<file path="src/rtl/rupd_pkg.sv">
// Shared definitions for the remote-update sequencer: bus addresses, command codes,
// status word field positions and the sequencer state encoding.
package rupd_pkg;

  localparam logic [1:0] ADDR_DATA = 2'd0;
  localparam logic [1:0] ADDR_CTRL = 2'd1;

  localparam logic [7:0] CTRL_NONE  = 8'h00;
  localparam logic [7:0] CTRL_RD    = 8'h01;
  localparam logic [7:0] CTRL_WR    = 8'h02;
  localparam logic [7:0] CTRL_WDOG  = 8'h04;
  localparam logic [7:0] CTRL_RECFG = 8'h80;

  localparam logic [2:0] P_TRIG = 3'd0;
  localparam logic [2:0] P_ADDR = 3'd4;
  localparam logic [2:0] P_IMG  = 3'd5;

  localparam logic [11:0] S0_DATA = 12'h004;
  localparam logic [11:0] S2_DATA = 12'h001;

  localparam int ST_BUSY_BIT = 31;
  localparam int ST_CTRL_MSB = 23;
  localparam int ST_CTRL_LSB = 16;
  localparam int ST_DATA_MSB = 11;

  typedef enum logic [3:0] {
    S_IDLE,
    S_WR_DATA,
    S_WR_CTRL,
    S_WAIT_CLR,
    S_SETTLE,
    S_WAIT_BUSY,
    S_WR_RECFG,
    S_CAPTURE,
    S_DONE,
    S_FAIL
  } seq_state_e;

  function automatic logic [31:0] param_word(input logic [2:0] param, input logic [11:0] data);
    return {13'h0, param, 4'h0, data};
  endfunction

  function automatic logic [31:0] ctrl_word(input logic [7:0] code);
    return {24'h0, code};
  endfunction

endpackage

</file>
<file path="src/rtl/rupd_bus_master.sv">
// Register-bus strobe generator: turns a held write request into a single 1-cycle write
// strobe with ack, and drives the read strobes while the sequencer is polling.
module rupd_bus_master
  import rupd_pkg::*;
(
  input  logic        clk,
  input  logic        rst_n,
  input  logic        wr_req,
  input  logic [1:0]  wr_addr,
  input  logic [31:0] wr_data,
  input  logic        poll,
  output logic        wr_ack,
  output logic [1:0]  USER_ADDR,
  output logic [31:0] USER_DATA_OUT,
  output logic        USER_CEb,
  output logic        USER_WEb,
  output logic        USER_REb,
  output logic        USER_OEb
);

  logic        wr_active_q, wr_active_d;
  logic [1:0]  addr_q, addr_d;
  logic [31:0] data_q, data_d;

  // The request is held until ack, so a strobe is never issued in the ack cycle itself.
  always_comb begin
    wr_active_d = wr_req & ~wr_active_q;
    addr_d      = wr_active_d ? wr_addr : ADDR_DATA;
    data_d      = wr_active_d ? wr_data : 32'h0;
  end

  always_ff @(posedge clk or negedge rst_n) begin
    if (!rst_n) begin
      wr_active_q <= 1'b0;
      addr_q      <= ADDR_DATA;
      data_q      <= 32'h0;
    end else begin
      wr_active_q <= wr_active_d;
      addr_q      <= addr_d;
      data_q      <= data_d;
    end
  end

  assign wr_ack        = wr_active_q;
  assign USER_ADDR     = addr_q;
  assign USER_DATA_OUT = data_q;
  assign USER_CEb      = ~(wr_active_q | poll);
  assign USER_WEb      = ~wr_active_q;
  assign USER_REb      = ~(poll & ~wr_active_q);
  assign USER_OEb      = ~(poll & ~wr_active_q);

endmodule

</file>
<file path="src/rtl/rupd_sequencer.sv">
// Remote-update sequencer: runs the three-step factory->application reconfigure or a
// config readback on the register bus, polling status with a per-step timeout.
module rupd_sequencer
  import rupd_pkg::*;
#(
  parameter int TIMEOUT_W     = 16,
  parameter int SETTLE_CYCLES = 8
) (
  input  logic        CLK,
  input  logic        RESETb,
  input  logic        START,
  input  logic        RD_REQ,
  input  logic [6:0]  PGM,
  output logic [1:0]  USER_ADDR,
  output logic [31:0] USER_DATA_OUT,
  input  logic [31:0] USER_DATA_IN,
  output logic        USER_CEb,
  output logic        USER_WEb,
  output logic        USER_REb,
  output logic        USER_OEb,
  output logic        SEQ_BUSY,
  output logic        SEQ_DONE,
  output logic        SEQ_ERROR,
  output logic [11:0] CUR_CONFIG
);

  localparam int SW = (SETTLE_CYCLES > 1) ? $clog2(SETTLE_CYCLES) : 1;
  localparam logic [SW-1:0]        SETTLE_LAST = SW'(SETTLE_CYCLES - 1);
  localparam logic [TIMEOUT_W-1:0] TMO_LAST    = {{(TIMEOUT_W-1){1'b1}}, 1'b0};

  seq_state_e           state_q, state_d;
  logic [1:0]           step_q, step_d;
  logic                 rd_mode_q, rd_mode_d;
  logic [6:0]           pgm_q, pgm_d;
  logic [TIMEOUT_W-1:0] tmo_q, tmo_d;
  logic [SW-1:0]        settle_q, settle_d;
  logic                 err_q, err_d;
  logic [11:0]          cfg_q, cfg_d;

  logic        wr_req, wr_ack, poll, tmo_hit, st_busy, st_ctrl_clear;
  logic [1:0]  wr_addr;
  logic [31:0] wr_data, step_word;
  logic        status_unused;

  assign st_busy       = USER_DATA_IN[ST_BUSY_BIT];
  assign st_ctrl_clear = (USER_DATA_IN[ST_CTRL_MSB:ST_CTRL_LSB] == 8'h00);
  assign status_unused = ^{USER_DATA_IN[30:24], USER_DATA_IN[15:12]};
  // Terminal count is 2**TIMEOUT_W-1 wait cycles; the counter starts at 0 in the first wait cycle.
  assign tmo_hit       = (tmo_q == TMO_LAST);

  always_comb begin
    step_word = param_word(P_IMG, S2_DATA);
    if (rd_mode_q) begin
      step_word = param_word(P_IMG, 12'h000);
    end else begin
      case (step_q)
        2'd0:    step_word = param_word(P_TRIG, S0_DATA);
        2'd1:    step_word = param_word(P_ADDR, {5'h0, pgm_q});
        default: step_word = param_word(P_IMG, S2_DATA);
      endcase
    end
  end

  always_comb begin
    state_d   = state_q;
    step_d    = step_q;
    rd_mode_d = rd_mode_q;
    pgm_d     = pgm_q;
    tmo_d     = tmo_q;
    settle_d  = settle_q;
    err_d     = err_q;
    cfg_d     = cfg_q;
    wr_req    = 1'b0;
    wr_addr   = ADDR_DATA;
    wr_data   = 32'h0;
    poll      = 1'b0;

    case (state_q)
      S_IDLE: begin
        if (START) begin
          state_d   = S_WR_DATA;
          rd_mode_d = 1'b0;
          step_d    = 2'd0;
          pgm_d     = PGM;
          err_d     = 1'b0;
        end else if (RD_REQ) begin
          state_d   = S_WR_DATA;
          rd_mode_d = 1'b1;
          step_d    = 2'd0;
          err_d     = 1'b0;
        end
      end
      S_WR_DATA: begin
        wr_req  = 1'b1;
        wr_addr = ADDR_DATA;
        wr_data = step_word;
        if (wr_ack) state_d = S_WR_CTRL;
      end
      S_WR_CTRL: begin
        wr_req  = 1'b1;
        wr_addr = ADDR_CTRL;
        wr_data = ctrl_word(rd_mode_q ? CTRL_RD : CTRL_WR);
        tmo_d   = '0;
        if (wr_ack) state_d = S_WAIT_CLR;
      end
      S_WAIT_CLR: begin
        poll     = 1'b1;
        settle_d = '0;
        if (tmo_hit) begin
          state_d = S_FAIL;
        end else begin
          tmo_d = tmo_q + 1'b1;
          if (st_ctrl_clear) state_d = S_SETTLE;
        end
      end
      S_SETTLE: begin
        poll = 1'b1;
        if (tmo_hit) begin
          state_d = S_FAIL;
        end else begin
          tmo_d = tmo_q + 1'b1;
          if (settle_q == SETTLE_LAST) state_d = S_WAIT_BUSY;
          else                         settle_d = settle_q + 1'b1;
        end
      end
      S_WAIT_BUSY: begin
        poll = 1'b1;
        if (tmo_hit) begin
          state_d = S_FAIL;
        end else begin
          tmo_d = tmo_q + 1'b1;
          if (!st_busy) begin
            if (rd_mode_q)          state_d = S_CAPTURE;
            else if (step_q == 2'd2) state_d = S_WR_RECFG;
            else begin
              step_d  = step_q + 1'b1;
              state_d = S_WR_DATA;
            end
          end
        end
      end
      S_WR_RECFG: begin
        wr_req  = 1'b1;
        wr_addr = ADDR_CTRL;
        wr_data = ctrl_word(CTRL_RECFG);
        if (wr_ack) state_d = S_DONE;
      end
      S_CAPTURE: begin
        poll    = 1'b1;
        cfg_d   = USER_DATA_IN[ST_DATA_MSB:0];
        state_d = S_DONE;
      end
      S_DONE: state_d = S_IDLE;
      S_FAIL: begin
        // Cancel whatever command the interface may still be holding.
        wr_req  = 1'b1;
        wr_addr = ADDR_CTRL;
        wr_data = ctrl_word(CTRL_NONE);
        if (wr_ack) begin
          err_d   = 1'b1;
          state_d = S_IDLE;
        end
      end
      default: state_d = S_IDLE;
    endcase
  end

  always_ff @(posedge CLK or negedge RESETb) begin
    if (!RESETb) begin
      state_q   <= S_IDLE;
      step_q    <= 2'd0;
      rd_mode_q <= 1'b0;
      pgm_q     <= 7'h0;
      tmo_q     <= '0;
      settle_q  <= '0;
      err_q     <= 1'b0;
      cfg_q     <= 12'h0;
    end else begin
      state_q   <= state_d;
      step_q    <= step_d;
      rd_mode_q <= rd_mode_d;
      pgm_q     <= pgm_d;
      tmo_q     <= tmo_d;
      settle_q  <= settle_d;
      err_q     <= err_d;
      cfg_q     <= cfg_d;
    end
  end

  rupd_bus_master u_bus (
    .clk           (CLK),
    .rst_n         (RESETb),
    .wr_req        (wr_req),
    .wr_addr       (wr_addr),
    .wr_data       (wr_data),
    .poll          (poll),
    .wr_ack        (wr_ack),
    .USER_ADDR     (USER_ADDR),
    .USER_DATA_OUT (USER_DATA_OUT),
    .USER_CEb      (USER_CEb),
    .USER_WEb      (USER_WEb),
    .USER_REb      (USER_REb),
    .USER_OEb      (USER_OEb)
  );

  assign SEQ_BUSY   = (state_q != S_IDLE);
  assign SEQ_DONE   = (state_q == S_DONE);
  assign SEQ_ERROR  = err_q;
  assign CUR_CONFIG = cfg_q;

endmodule
</file>
<file path="config.mk">
export PLATFORM = sky130hd
export DESIGN_NAME = rupd_sequencer
export DESIGN_NICKNAME = d
export VERILOG_FILES = /design/src/rtl/rupd_pkg.sv /design/src/rtl/rupd_bus_master.sv /design/src/rtl/rupd_sequencer.sv
export SDC_FILE = /design/constraint.sdc
export NUM_CORES = 1
export LEC_CHECK = 0
export BUFFER_PORTS_ARGS = -buffer_cell sky130_fd_sc_hd__buf_2
export CORE_AREA = 2 2 82 84
export CTS_CLUSTER_SIZE = 20
export DETAILED_ROUTE_END_ITERATION = 12
export DIE_AREA = 0 0 84 86
export GPL_TIMING_DRIVEN = 0
export PLACE_DENSITY = 0.76
export SETUP_SLACK_MARGIN = 0.5
export SLEW_MARGIN = 20
export SYNTH_ARGS = -nofsm -noshare
export SYNTH_HDL_FRONTEND = slang
export SYNTH_SLANG_ARGS = --single-unit
</file>
<file path="constraint.sdc">
create_clock -name CLK -period 2.6 [get_ports CLK]
set_input_delay 0.39 -clock CLK [delete_from_list [all_inputs] [get_ports CLK]]
set_output_delay 0.39 -clock CLK [all_outputs]
set_load 0.03 [all_outputs]
</file>
# == Yosys cells after proc, flatten, opt, wreduce, memory -nomap -nowiden ==
# Index checks and enable logic that the tools add are counted.
# word_totals
regBits,81
in_bits,43
out_inout_bits,53
# classes
addsub,3
eq_ne,28
muxes,42
bitwise_logic,6
n_reduce_logical,20
# ops
cell,count
$pmux 32 s3,1
$mux 32,2
$mux 4,12
$pmux 19 s2,1
$pmux 4 s9,1
$pmux 16 s2,1
$add 16x1->16 const B,1
$eq 16x16->1 const B,1
$eq 4x3->1 const B,4
$mux 16,1
$mux 2,7
$ne 2x2->1 const B,7
$mux 3,4
$ne 3x3->1 const B,4
$reduce_bool 2->1,5
$mux 1,9
$eq 4x2->1 const B,2
$eq 4x4->1 const B,2
$logic_not 8->1,1
$ne 2x1->1 const B,4
$reduce_and 8->1,1
$reduce_or 4->1,2
$pmux 3 s2,1
$reduce_and 2->1,3
other kinds (17),22

# == Longest topological paths before layout ==
# Gate-level depths: netlist (run 1).
# depth
depth_word,6
mapped_depth,9
mapped_depth_nobuf,7

# == Cells and area by module ==
# Synthesis (run 1) repeated with hierarchy kept, for this count alone.
# hier_totals
cells_unflattened,332
area_unflattened_um2,3876.2
# by_module_without_submodules
mod,instances,cells_each,area_per_inst_um2
rupd_sequencer,1,251,2621.3
rupd_bus_master,1,81,1255.0

# == Worst setup path before layout (run 1) ==
# No wires, ideal clock.
# synth_path
path_type,flip-flop to output port
startpoint,reg state_q[0]
endpoint,out SEQ_DONE
t_arrival_ps,1645
t_required_ps,2210
slack_ps,565
stages_incl_launch_ff,3
cell_sequence,dfrtp_1 > buf_2 > nor4_1
# synth_via
elab_chain_len,1
# synth_lines
item,line_no,rtl
start: declaration,rupd_sequencer.sv:31,"seq_state_e state_q, state_d;"
start signal: assignment,rupd_sequencer.sv:179,state_q <= state_d;
$eq 4x4->1,rupd_sequencer.sv:207,assign SEQ_DONE = (state_q == S_DONE);
end: declaration,rupd_sequencer.sv:22,"output logic SEQ_DONE,"
# Every way passes these cells.

# == Worst setup path after layout (run 1) ==
# layout_path
startpoint,reg state_q[1]
endpoint,out USER_REb
# layout_via
elab_chain_len,5
elab_cells_between_ends,8
# layout_lines
item,line_no,rtl
$eq 4x3->1 / $eq 4x2->1 (equally long branches),rupd_sequencer.sv:78,case (state_q)
$reduce_or 4->1 (no source line) *,--,
$mux 1 *,rupd_sequencer.sv:78,
$and 1x1->1 *,rupd_bus_master.sv:49,assign USER_REb = ~(poll & ~wr_active_q);
$not 1->1 *,rupd_bus_master.sv:49,
end: declaration,rupd_sequencer.sv:19,"output logic USER_REb,"
# Mark *: on every way between the ends. The rest lies on a longest branch, timed or not.

==> flow_summary.ini, run 1 <==
[sta]
fin_crit_sh = 0.805
hold_violations = 0
setup_viol = 0
grt_setup_unrepaired = yes
setup_tns_ps = 0
holdWs_ps = 109
slew_headroom = 0.528
drv_slew = 0
worst_pin_slew_ps = 708
fin_skew_ps = 7.76
finalCriticalPeriod_ps = 2090
max_freq_mhz = 478

[synth]
yosysSeqAreaShare = 0.474
avgSynthCellArea_um2 = 10.8
synth_area_leaders = dfrtp_1 (47%), mux2_2 (7.4%), buf_4 (5.9%), ha_1 (3.3%), nand2_1 (2.5%)
synth_edf_count = 0
yosys_warnings = 0
synth_top_cell_by_area = dfrtp_1
synthArstFlopShare = 1.00
synth_top_area_frac = 0.474
syn_inst = 282
yosysUniqueCellTypes = 59
ys_ff_latch = 58
synth-main-ff-cell = dfrtp_1
syn_area_um2 = 3060

[final_layout]
layout_commonest_cell = buf_2
finalNetCount = 443
n_antenna_cell = 0
drive_gt1_frac = 0.411
synthToLayoutAreaGrowth_pct = 30.3
final_cells = 474
final_cell_mix = buf_2 (60), dfrtp_1 (55), buf_4 (42), conb_1 (23), mux2_2 (20)

[floorplan]
io_pins = 96
die_w_um = 84
num_rows = 29
start_util = 0.487
die_y_um = 86
dieArea_um2 = 7220
core-area_um2 = 6280

[global_route]
grt_pass1_vias = 2425
antenna_found_initial = 0
overflow = 0
grt_max_degree = 59
grt_usage = 0.199
grt_first_pass_wirelength_um = 11300

[power]
powerDensity_nw_per_um2 = 1150
power_switching_mw = 1.80
p_comb_frac = 0.475
ir_drop_uv = 739
p_int_mw = 2.80
switching_share = 0.392
p_leak_nw = 2.00
seqPwrFrac = 0.298
clockPowerShare = 0.227

[clock_network]
htreeDepth = 3
numCtsBuffers = 9
cts_num_sinks = 58
root_buffer = clkbuf_8
clk_path_buf_depth = 2
cts.hold.buffers_added = 0
path_clk_slew_ps = 60
cts_tree = done
clk-insertion-delay-late_ps = 340

[drt]
wl_per_cell_um = 14.1
num_vias = 2445
totalWireLength_um = 6670
drt-pass1-iter-count = 4
avgViaCountPerCell = 5.16
first_iter_violations = 161
drc = 0
drtAntennaViolNets = 0

[place]
place_inst = 442
io_buffers = 61
place_congestion = 0.823
hpwl_um = 4550

[min_path]
min_path_type = in -> async

[setup_path]
critPathMaxFanout = 8
worstReg2RegStart = tmo_q[0]
cp-end-kind = primary output
critPathLaunchType = flop
arrival_ps = 1700
crit_type = reg -> out
worst_ep_required_time_ps = 2210
r2r_slack_ps = 560
startpoint = state_q[1]

[outcome]
outcome = complete, no violations

[job]
cap_violations = 0
==> layout make-up <==
type                    count  area (µm²)
plain buffers              33         250
clock buffers              12         155
clock inverters             4        97.6
fillers                   496        2290
inverters                  11        43.8
multi-input cells         202        1450
flip-flops and latches     58        1460
well taps                  77        96.3
repair buffers             77         443
==> cells by family (layout without fill, tap and decap cells) <==
kind of cell	count (synthesis)	in the layout	synth area share
AOI/OAI and AO/OA	44	44	0.101
xor gates and xnor gates	9	9	0.0258
adders and majority gates	8	8	0.0327
buffers and inverters	44	137	0.0900
DFF	58	58	0.474
muxes	29	29	0.106
other	1	23	0.00123
and+or+nand+nor	89	89	0.168
==> power groups by stage <==
| stage | sequential (mW) | combinational, mW | clock, mW |
|---|---|---|---|
| after floorplan | 1.64 | 1.15 | 0 |
| after global placement | 1.38 | 1.83 | 0 |
| after detailed placement | 1.40 | 1.88 | 0 |
| after CTS | 1.36 | 2.09 | 1.05 |
| after global routing | 1.41 | 2.37 | 1.11 |
| final | 1.37 | 2.18 | 1.04 |
==> worst max-delay path: stages, from the launching register on <==
cell and delay (ps):
dfrtp_1 430, buf_6 160, nand3b_4 90, a21o_4 250, nand2_4 90, nand2_2 60, buf_4 130, buf_4 150
==> per-layer routing <==
layer / vias up / share of wire / global-route usage
li1: 1178 / - / -
met1: 1160 / 0.42 / 0.250
met2: 93 / 0.49 / 0.319
met3: 14 / 0.065 / 0.0529
met4: 0 / 0.024 / 0.0997
met5: - / 0 / 0
==> cell usage after synthesis (4+ instances only) <==
library cell / n
dfrtp_1: 58
buf_4: 24
mux2_2: 20
nand2_1: 20
nor2_1: 17
a21oi_1: 12
inv_1: 11
ha_1: 8
nand3_1: 8
and2_1: 7
mux2i_1: 7
xor2_1: 6
nand4_1: 5
nor4_1: 5
o21ai_0: 5
buf_2: 4
==> sequential cells by signal (all words and copies together), names as in the netlist <==
register / count
SEQ_ERROR: 1
CUR_CONFIG: 12
pgm_q: 7
step_q: 2
u_bus.USER_ADDR: 1
rd_mode_q: 1
u_bus.USER_DATA_OUT: 10
settle_q: 3
state_q: 4
tmo_q: 16
u_bus.wr_ack: 1
==> repair_timing <==
action,in CTS,in global routing
buffers inserted,14,2
endpoints found under the hold margin,0,0
gates resized for setup,12,8
setup endpoints to repair,5,16
pin swaps,1,1
==> path summary, 6_finish.rpt <==
kind                                     endpoint  cells past startpoint
setup / recovery                         USER_REb                      7
hold / removal             u_bus.USER_DATA_OUT[4]                      1
setup reg to reg                        step_q[0]                      9
hold reg to reg            u_bus.USER_DATA_OUT[3]                      1
max in group asynchronous              state_q[2]                      1
min in group CLK                        rd_mode_q                      2
==> through the flow <==
stage,total power [mW],util,worst slack (ps),instance area [µm²]
floorplan,2.79,-,565,3140
global placement,3.21,0.564,396,3540
detailed placement,3.28,0.565,395,3550
CTS,4.51,0.629,506,3950
global route,4.88,0.635,436,3990
finish,4.60,0.635,508,3990
No activity file was read; power rests on OpenSTA's default activity.
==> run 2, diff against run 1 <==
clock period = 2.1 ns   (was 2.6 ns; I/O delays follow)
==> run 2 against run 1 <==
Effect of this change:
- register-to-register slack worse by 460 ps
- design area is 12% higher
- combinational power is 52% higher
- critical path depth is 3 higher
- global-route usage is 2.9 points higher
==> flow_summary.ini, run 2 (synthesized netlist as in run 1, its figures left out) <==
[setup_path]
crit_type = reg -> reg
worst_ep_required_time_ps = 2330
cp-end-kind = flop
cp-endpoint = tmo_q[7]
worstReg2RegStart = tmo_q[0]
startpoint = tmo_q[0]
critPathLaunchType = flop
r2r_slack_ps = 100
critPathMaxFanout = 4
worst_r2r_endpoint = tmo_q[7]
arrival_ps = 2230
r2r_cells = 10

[floorplan]
io_pins = 96
core-area_um2 = 6280
num_rows = 29
start_util = 0.487
die_y_um = 86
die_w_um = 84
dieArea_um2 = 7220

[power]
ir_drop_uv = 1050
p_leak_nw = 2.21
powerDensity_nw_per_um2 = 1370

[drt]
drtAntennaViolNets = 0
wl_per_cell_um = 15.7
drt-pass1-iter-count = 4
drc = 0
avgViaCountPerCell = 5.25
wl_met3_um = 467
wl_met1_um = 3220
dr.max_layer_used = met4
totalWireLength_um = 7840
first_iter_violations = 210
num_vias = 2613
dr_wl_met2_um = 3930

[final_layout]
n_antenna_cell = 0
finalNetCount = 467
top_register = tmo_q
final_cells = 498
nFillCells = 422
largest_register_ffs = 16
synthToLayoutAreaGrowth_pct = 46.0
final_cell_mix = buf_4 (56), buf_2 (56), dfrtp_1 (55), conb_1 (23), mux2_2 (19)
drive_gt1_frac = 0.518

[sta]
max_freq_mhz = 500
finalCriticalPeriod_ps = 2000
grt_setup_unrepaired = yes
slew_headroom = 0.522
fin_crit_sh = 0.953
fin_skew_ps = 13.6
hold_violations = 0
holdWs_ps = 24.9
layout_setup_ws_ps = 98.5
setup_viol = 0
setup_tns_ps = 0
worst_pin_slew_ps = 717
drv_slew = 0

[global_route]
grt_usage = 0.228
grt_max_degree = 59
grt_first_pass_wirelength_um = 12800
grt_pass1_vias = 2613
overflow = 0
antenna_found_initial = 0

[clock_network]
clk_path_buf_depth = 2
cts_num_sinks = 58
clk-insertion-delay-late_ps = 340
cts_tree = done
numCtsBuffers = 9
cts.hold.buffers_added = 0
path_clk_slew_ps = 80
root_buffer = clkbuf_8
htreeDepth = 3

[place]
place_inst = 442
place_ws_ps = 133
place_congestion = 0.878
io_buffers = 61
hpwl_um = 4600

[job]
cap_violations = 0

[min_path]
min_path_type = in -> async

[outcome]
outcome = complete, no violations
[run 2: cell type report]
cell class | instances | area, µm² | area share
repair buffers | 101 | 688 | 0.154
multi-input cells | 202 | 1710 | 0.382
flip-flops and latches | 58 | 1460 | 0.326
inverters | 11 | 46.3 | 0.0104
clock buffers | 12 | 155 | 0.0347
well taps | 77 | 96.3 | 0.0216
clock inverters | 4 | 50.0 | 0.0112
plain buffers | 33 | 268 | 0.0600
[run 2: through the flow]
step	utilization	instance area [µm²]	power [mW]
6_report	0.711	4470	6.11
3_5_place_dp	0.581	3640	4.24
4_1_cts	0.693	4350	5.85
3_3_place_gp	0.580	3640	4.15
5_1_grt	0.711	4470	6.42
2_1_floorplan	-	3240	3.63
[run 2: repair_timing]
| action | CTS | global route |
|---|---|---|
| pin swaps | 14 | 9 |
| resized for setup | 45 | 20 |
| endpoints found under the setup margin | 42 | 42 |
| setup buffers | 35 | 4 |
| cloned | 1 | 0 |
[run 2: where the power goes]
part	total (mW)	internal, mW	switching (mW)
clock	1.07	0.611	0.464
combinational	3.31	1.48	1.84
sequential	1.72	1.48	0.241
[run 2: worst min-delay path by stage]
stage / from / endpoint / cells after the start
detailed placement: RESETb / pgm_q[3] / 1
global route: RESETb / pgm_q[3] / 1
CTS: RESETb / pgm_q[3] / 1
finish: RESETb / pgm_q[3] / 1
floorplan: RESETb / CUR_CONFIG[0] / 0
global placement: pgm_q[4] / u_bus.USER_DATA_OUT[4] / 1
[run 2: worst max-delay path, cell delays in order (launching register included)]
cell and delay, ps:
dfrtp_1 410, inv_2 70, ha_4 160, and2_4 130
and2_4 130, buf_6 120, buf_6 110, buf_6 110
a211oi_4 270, a31oi_1 140, a41o_1 240
[run 2: per-layer routing]
metal  track usage  up-vias
met5             0        -
met2         0.377      119
met3        0.0520       22
met1         0.278     1250
li1              -     1222
met4         0.125        0
